### src/rtl/pll_lock_supervisor.sv
// PLL lock supervisor: sequences PLL reset, qualifies lock stability, and
// gates the downstream reset; retries on timeout and latches a fault when retries run out.
module pll_lock_supervisor #(
  parameter int unsigned LOCK_STABLE_CYC  = 1024,
  parameter int unsigned LOCK_TIMEOUT_CYC = 1000000,
  parameter int unsigned RST_PULSE_CYC    = 16,
  parameter int unsigned MAX_RETRIES      = 3
) (
  input  logic       clkin,
  input  logic       rst_n,
  input  logic       pll_lock,
  output logic       pll_rst,
  output logic       sys_rst_n,
  output logic       locked,
  output logic       fault,
  output logic [3:0] retry_cnt,
  output logic [7:0] unlock_events
);

  localparam int unsigned PW = $clog2(RST_PULSE_CYC + 1);
  localparam int unsigned SW = $clog2(LOCK_STABLE_CYC + 1);
  localparam int unsigned TW = $clog2(LOCK_TIMEOUT_CYC + 1);

  typedef enum logic [2:0] {
    S_PLL_RST   = 3'd0,
    S_WAIT_LOCK = 3'd1,
    S_STABLE    = 3'd2,
    S_RUN       = 3'd3,
    S_FAULT     = 3'd4
  } state_e;

  state_e      state_q, state_d;
  logic [1:0]  sync_q, sync_d;
  logic [PW-1:0] pulse_q, pulse_d;
  logic [SW-1:0] stable_q, stable_d;
  logic [TW-1:0] timeout_q, timeout_d;
  logic [3:0]  retry_q, retry_d;
  logic [7:0]  unlock_q, unlock_d;
  logic        pll_rst_q, pll_rst_d;
  logic        sys_rst_n_q, sys_rst_n_d;
  logic        locked_q, locked_d;
  logic        fault_q, fault_d;

  logic        lock_s;
  logic        timeout_hit;
  logic [3:0]  retry_inc;
  logic        retry_full;

  assign lock_s      = sync_q[1];
  assign timeout_hit = (timeout_q == TW'(LOCK_TIMEOUT_CYC - 1));
  assign retry_inc   = retry_q + 4'd1;
  assign retry_full  = (retry_inc == 4'(MAX_RETRIES));

  // Next-state, counters and state-decoded registered outputs
  always_comb begin
    state_d   = state_q;
    sync_d    = {sync_q[0], pll_lock};
    pulse_d   = pulse_q;
    stable_d  = stable_q;
    timeout_d = timeout_q;
    retry_d   = retry_q;
    unlock_d  = unlock_q;

    case (state_q)
      S_PLL_RST: begin
        stable_d  = '0;
        timeout_d = '0;
        if (pulse_q == PW'(RST_PULSE_CYC - 1)) begin
          pulse_d = '0;
          state_d = S_WAIT_LOCK;
        end else begin
          pulse_d = pulse_q + PW'(1);
        end
      end
      S_WAIT_LOCK: begin
        timeout_d = timeout_q + TW'(1);
        if (timeout_hit) begin
          retry_d = retry_inc;
          state_d = retry_full ? S_FAULT : S_PLL_RST;
        end else if (lock_s) begin
          stable_d = SW'(1);
          state_d  = S_STABLE;
        end
      end
      S_STABLE: begin
        timeout_d = timeout_q + TW'(1);
        // Stable-complete takes priority over a coincident timeout
        if (lock_s && (stable_q == SW'(LOCK_STABLE_CYC))) begin
          stable_d  = '0;
          timeout_d = '0;
          retry_d   = '0;
          state_d   = S_RUN;
        end else if (timeout_hit) begin
          retry_d = retry_inc;
          state_d = retry_full ? S_FAULT : S_PLL_RST;
        end else if (!lock_s) begin
          stable_d = '0;
          state_d  = S_WAIT_LOCK;
        end else begin
          stable_d = stable_q + SW'(1);
        end
      end
      S_RUN: begin
        retry_d = '0;
        if (!lock_s) begin
          if (unlock_q != 8'hFF) unlock_d = unlock_q + 8'd1;
          state_d = S_PLL_RST;
        end
      end
      S_FAULT: begin
        state_d = S_FAULT;
      end
      default: begin
        state_d   = S_PLL_RST;
        pulse_d   = '0;
        stable_d  = '0;
        timeout_d = '0;
      end
    endcase

    pll_rst_d   = (state_d == S_PLL_RST) || (state_d == S_FAULT);
    sys_rst_n_d = (state_d == S_RUN);
    locked_d    = (state_d == S_RUN);
    fault_d     = (state_d == S_FAULT);
  end

  always_ff @(posedge clkin or negedge rst_n) begin
    if (!rst_n) begin
      state_q     <= S_PLL_RST;
      sync_q      <= '0;
      pulse_q     <= '0;
      stable_q    <= '0;
      timeout_q   <= '0;
      retry_q     <= '0;
      unlock_q    <= '0;
      pll_rst_q   <= 1'b1;
      sys_rst_n_q <= 1'b0;
      locked_q    <= 1'b0;
      fault_q     <= 1'b0;
    end else begin
      state_q     <= state_d;
      sync_q      <= sync_d;
      pulse_q     <= pulse_d;
      stable_q    <= stable_d;
      timeout_q   <= timeout_d;
      retry_q     <= retry_d;
      unlock_q    <= unlock_d;
      pll_rst_q   <= pll_rst_d;
      sys_rst_n_q <= sys_rst_n_d;
      locked_q    <= locked_d;
      fault_q     <= fault_d;
    end
  end

  assign pll_rst       = pll_rst_q;
  assign sys_rst_n     = sys_rst_n_q;
  assign locked        = locked_q;
  assign fault         = fault_q;
  assign retry_cnt     = retry_q;
  assign unlock_events = unlock_q;

endmodule
### config.mk
export PLATFORM = sky130hd
export DESIGN_NAME = pll_lock_supervisor
export DESIGN_NICKNAME = d
export VERILOG_FILES = /design/src/rtl/pll_lock_supervisor.sv
export SDC_FILE = /design/constraint.sdc
export NUM_CORES = 1
export LEC_CHECK = 0
export CELL_PAD_IN_SITES_DETAIL_PLACEMENT = 0
export CELL_PAD_IN_SITES_GLOBAL_PLACEMENT = 1
export CORE_MARGIN = 2
export CORE_UTILIZATION = 46
export CTS_CLUSTER_SIZE = 24
export DETAILED_ROUTE_END_ITERATION = 8
export MAX_ROUTING_LAYER = met4
export PLACE_DENSITY_LB_ADDON = 0.1
export SYNTH_ARGS = -nofsm -noshare
export SYNTH_HDL_FRONTEND = slang
export SYNTH_SLANG_ARGS = --single-unit
### constraint.sdc
create_clock -name clkin -period 2.8 [get_ports clkin]
set_input_delay 0.84 -clock clkin [delete_from_list [all_inputs] [get_ports clkin]]
set_output_delay 0.84 -clock clkin [all_outputs]
set_load 0.03 [all_outputs]
==> metrics.txt <==
Mapped Nets=340; P&R area growth vs syn=12.5%; post-synthesis cell area=3130 sq um; Syn Inst Count=330; final net count=361; worst hold slack=357 ps; skew final=8.06 ps; R2R Setup Slk=360 ps; setup violators final=0; sequential element share of the synthesized area=44.9%; fin crit share=87.1%; Yosys warning count=0; drt drc=0; CTS Buf Count=5; Sink Count=56; cells along the critical path=or4_1 > or4_4 > o311ai_4 > nand3_4 > a31oi_1; Post-synth EDFFs=0; Buf/Inv on CP=0; largest net degree at the start of global routing=57; Antenna diodes=0; vias=between 2000 and 2500; IO Pins=19; gr usage total=roughly 20%; max-cap violation count=0; CTS tree=yes; Die Height=86.4 um; Routed WL per cell=15.0 um; slew margin rel.=48.1%; Leak=1.44 nW; Multi-input gate area=1600 sq um; CP Launch Type=flop; drt initial violations=120; Tmin final=~2400 ps; PortBufs=18; Crit. End Element=flop; drt total wl=6470 um; PwrDens=approximately 640 nW/um^2; Fmax achieved=about 400 MHz; placed insts=424; GPL Wtd Cong=0.832; Resize count post-CTS=0; antenna violations before repair=0; RSZ-0062 raised after global routing=false; Initial DRT Pass Iterations=4; critical setup path kind=reg2reg; Final ANT Viol Nets=0; Post-CTS Setup Repair Bufs=0; arrival time worst endpoint=2670 ps; Max FO, Critical Path=9; worst stage delay on the critical path=between 500 and 600 ps; Storage cell area=1400 sq um; share of layout cells above drive strength 1=approximately a tenth; Slew Viols, Final=0; Die W=between 80 and 90 um; first-pass GRT wire length=11700 um; total gr overflow=0; Die ar.=7470 sq um; Yosys reg bits=56; setup tns final=0 ps; Req. time, crit path=3040 ps; CTS clk-pin slew, worst paths=100 ps; Initial Util=46.8%; cts hold-fix bufs=0; fin cells=432; outcome=finished, final reports clean; final hold violation count=0; maximum VDD drop=341 uV; asr flop ratio synth=between 90% and 100%; Top delay family on crit path=simple AND/OR/NAND/NOR gates; fill cell count=650; CTS Buffer Depth=2; FP Rows=30; worst skew pair latency=approximately 310 ps; top_reg_cell synth=dfrtp_1; syn avg cell area=9.47 sq um; via density per instance=5.64; core area=6680 sq um; DP HPWL=4630 um; Root Driver=clkbuf_8; Tightest Pin Transition=779 ps; count of different cell masters after synthesis=59; HP Class=reg2reg; CP max stage cell=or4_4; CTS HTree Levels=2; vias in the first global route=2465
placed cells by master, fill, tap and decap left out, types with 7 or more instances in the layout:
| master | count |
|---|---|
| a21oi_1 | 11 |
| buf_4 | 9 |
| clkdlybuf4s50_1 | 17 |
| dfrtp_1 | 55 |
| ha_1 | 7 |
| inv_1 | 15 |
| nand2_1 | 22 |
| nand3_1 | 21 |
| nand4_1 | 10 |
| nor2_1 | 39 |
| nor3_1 | 17 |
| o21ai_0 | 9 |
| xnor2_1 | 25 |
flip-flops by register name, summed over array words and instances, names as in the netlist:
signal,cells
state_q,3
unlock_events,8
stable_q,11
timeout_q,20
fault,1
locked,1
pll_rst,1
sync_q,2
retry_cnt,4
pulse_q,5
cell families (layout without fill, tap and decap cells):
logic type	count (synthesis)	after routing	share of synthesized area, %
muxes	6	6	1.96
and+or+nand+nor	151	151	25.9
DFF	56	56	44.9
xor gates and xnor gates	29	29	8.13
buffers and inverters	29	51	3.92
AOI/OAI and AO/OA	52	52	12.4
adders and majority gates	7	7	2.80
worst reg2reg max path: cells and delay by family, from the launching register on:
kind            cells  cell delay [ps]
simple gates        3             1350
compound gates      2              590
flops               1              440
where the power goes:
group / switching (mW) / leakage, nW / internal (mW) / total, mW
logic: 0.437 / 0.622 / 0.279 / 0.716
registers: 0.104 / 0.763 / 0.893 / 0.998
clock network: 0.262 / 0.0541 / 0.265 / 0.527
total: 0.804 / 1.44 / 1.44 / 2.24
synthesized netlist by cell type (2+ instances only):
cell,instances,area share [%]
xnor2_1,25,7.0
nand2_1,22,2.6
nand3_1,21,3.4
or4_1,2,0.48
mux2i_1,5,1.6
dfrtp_1,55,44
nor3b_1,3,0.72
xor2_1,4,1.1
nor2_1,39,4.7
and4_1,2,0.56
o22ai_1,2,0.40
nand3b_1,5,1.2
or2_2,3,0.60
nor3_1,17,2.7
a31o_2,2,0.56
o31ai_1,3,0.72
and2_1,4,0.80
inv_1,15,1.8
o21ai_0,9,1.4
clkbuf_1,8,0.96
nor4_1,6,1.2
buf_2,2,0.32
ha_1,7,2.8
and3_1,6,1.2
o21ai_1,4,0.64
a21oi_1,11,1.8
nand4_1,10,2.0
nand2b_1,2,0.40
a31oi_1,5,1.0
a41oi_1,2,0.56
metal layers:
layer / part of all wire [%] / global-route usage, %
met2: 46 / 31.4
met1: 51 / 27.6
met4: 1.4 / 5.54
met5: 0 / -
met3: 2.4 / 3.24
per-stage QoR:
step           total power, mW  area, sq um  util, %  worst slack [ps]
2_1_floorplan             1.51         3130        -               463
3_3_place_gp              1.73         3410     51.0               377
3_5_place_dp              1.73         3410     51.0               372
4_1_cts                   2.26         3520     52.6               350
5_1_grt                   2.40         3520     52.6               198
6_report                  2.24         3520     52.6               362
path summary, 6_finish.rpt:
path / start / end / depth (start not counted)
hold / removal: sync_q[0]$_DFF_PN0_ / sync_q[1]$_DFF_PN0_ / 0
setup reg to reg: timeout_q[13]$_DFFE_PN0N_ / stable_q[10]$_DFFE_PN0P_ / 5
hold reg to reg: sync_q[0]$_DFF_PN0_ / sync_q[1]$_DFF_PN0_ / 0
min in group asynchronous: rst_n / stable_q[2]$_DFFE_PN0P_ / 2
setup / recovery: timeout_q[13]$_DFFE_PN0N_ / stable_q[10]$_DFFE_PN0P_ / 5
max in group asynchronous: rst_n / timeout_q[6]$_DFFE_PN0N_ / 2
area by class of cell:
type                       instances  share of cell area [%]
clock inverter                     3                    1.21
sequential                        56                    39.9
multi-input combinational        245                    45.5
clock buffer                       5                    1.96
timing repair buffer              27                    6.90
tap                               80                    2.85
inverter                          16                    1.71
(Power assumes the default switching activity.)
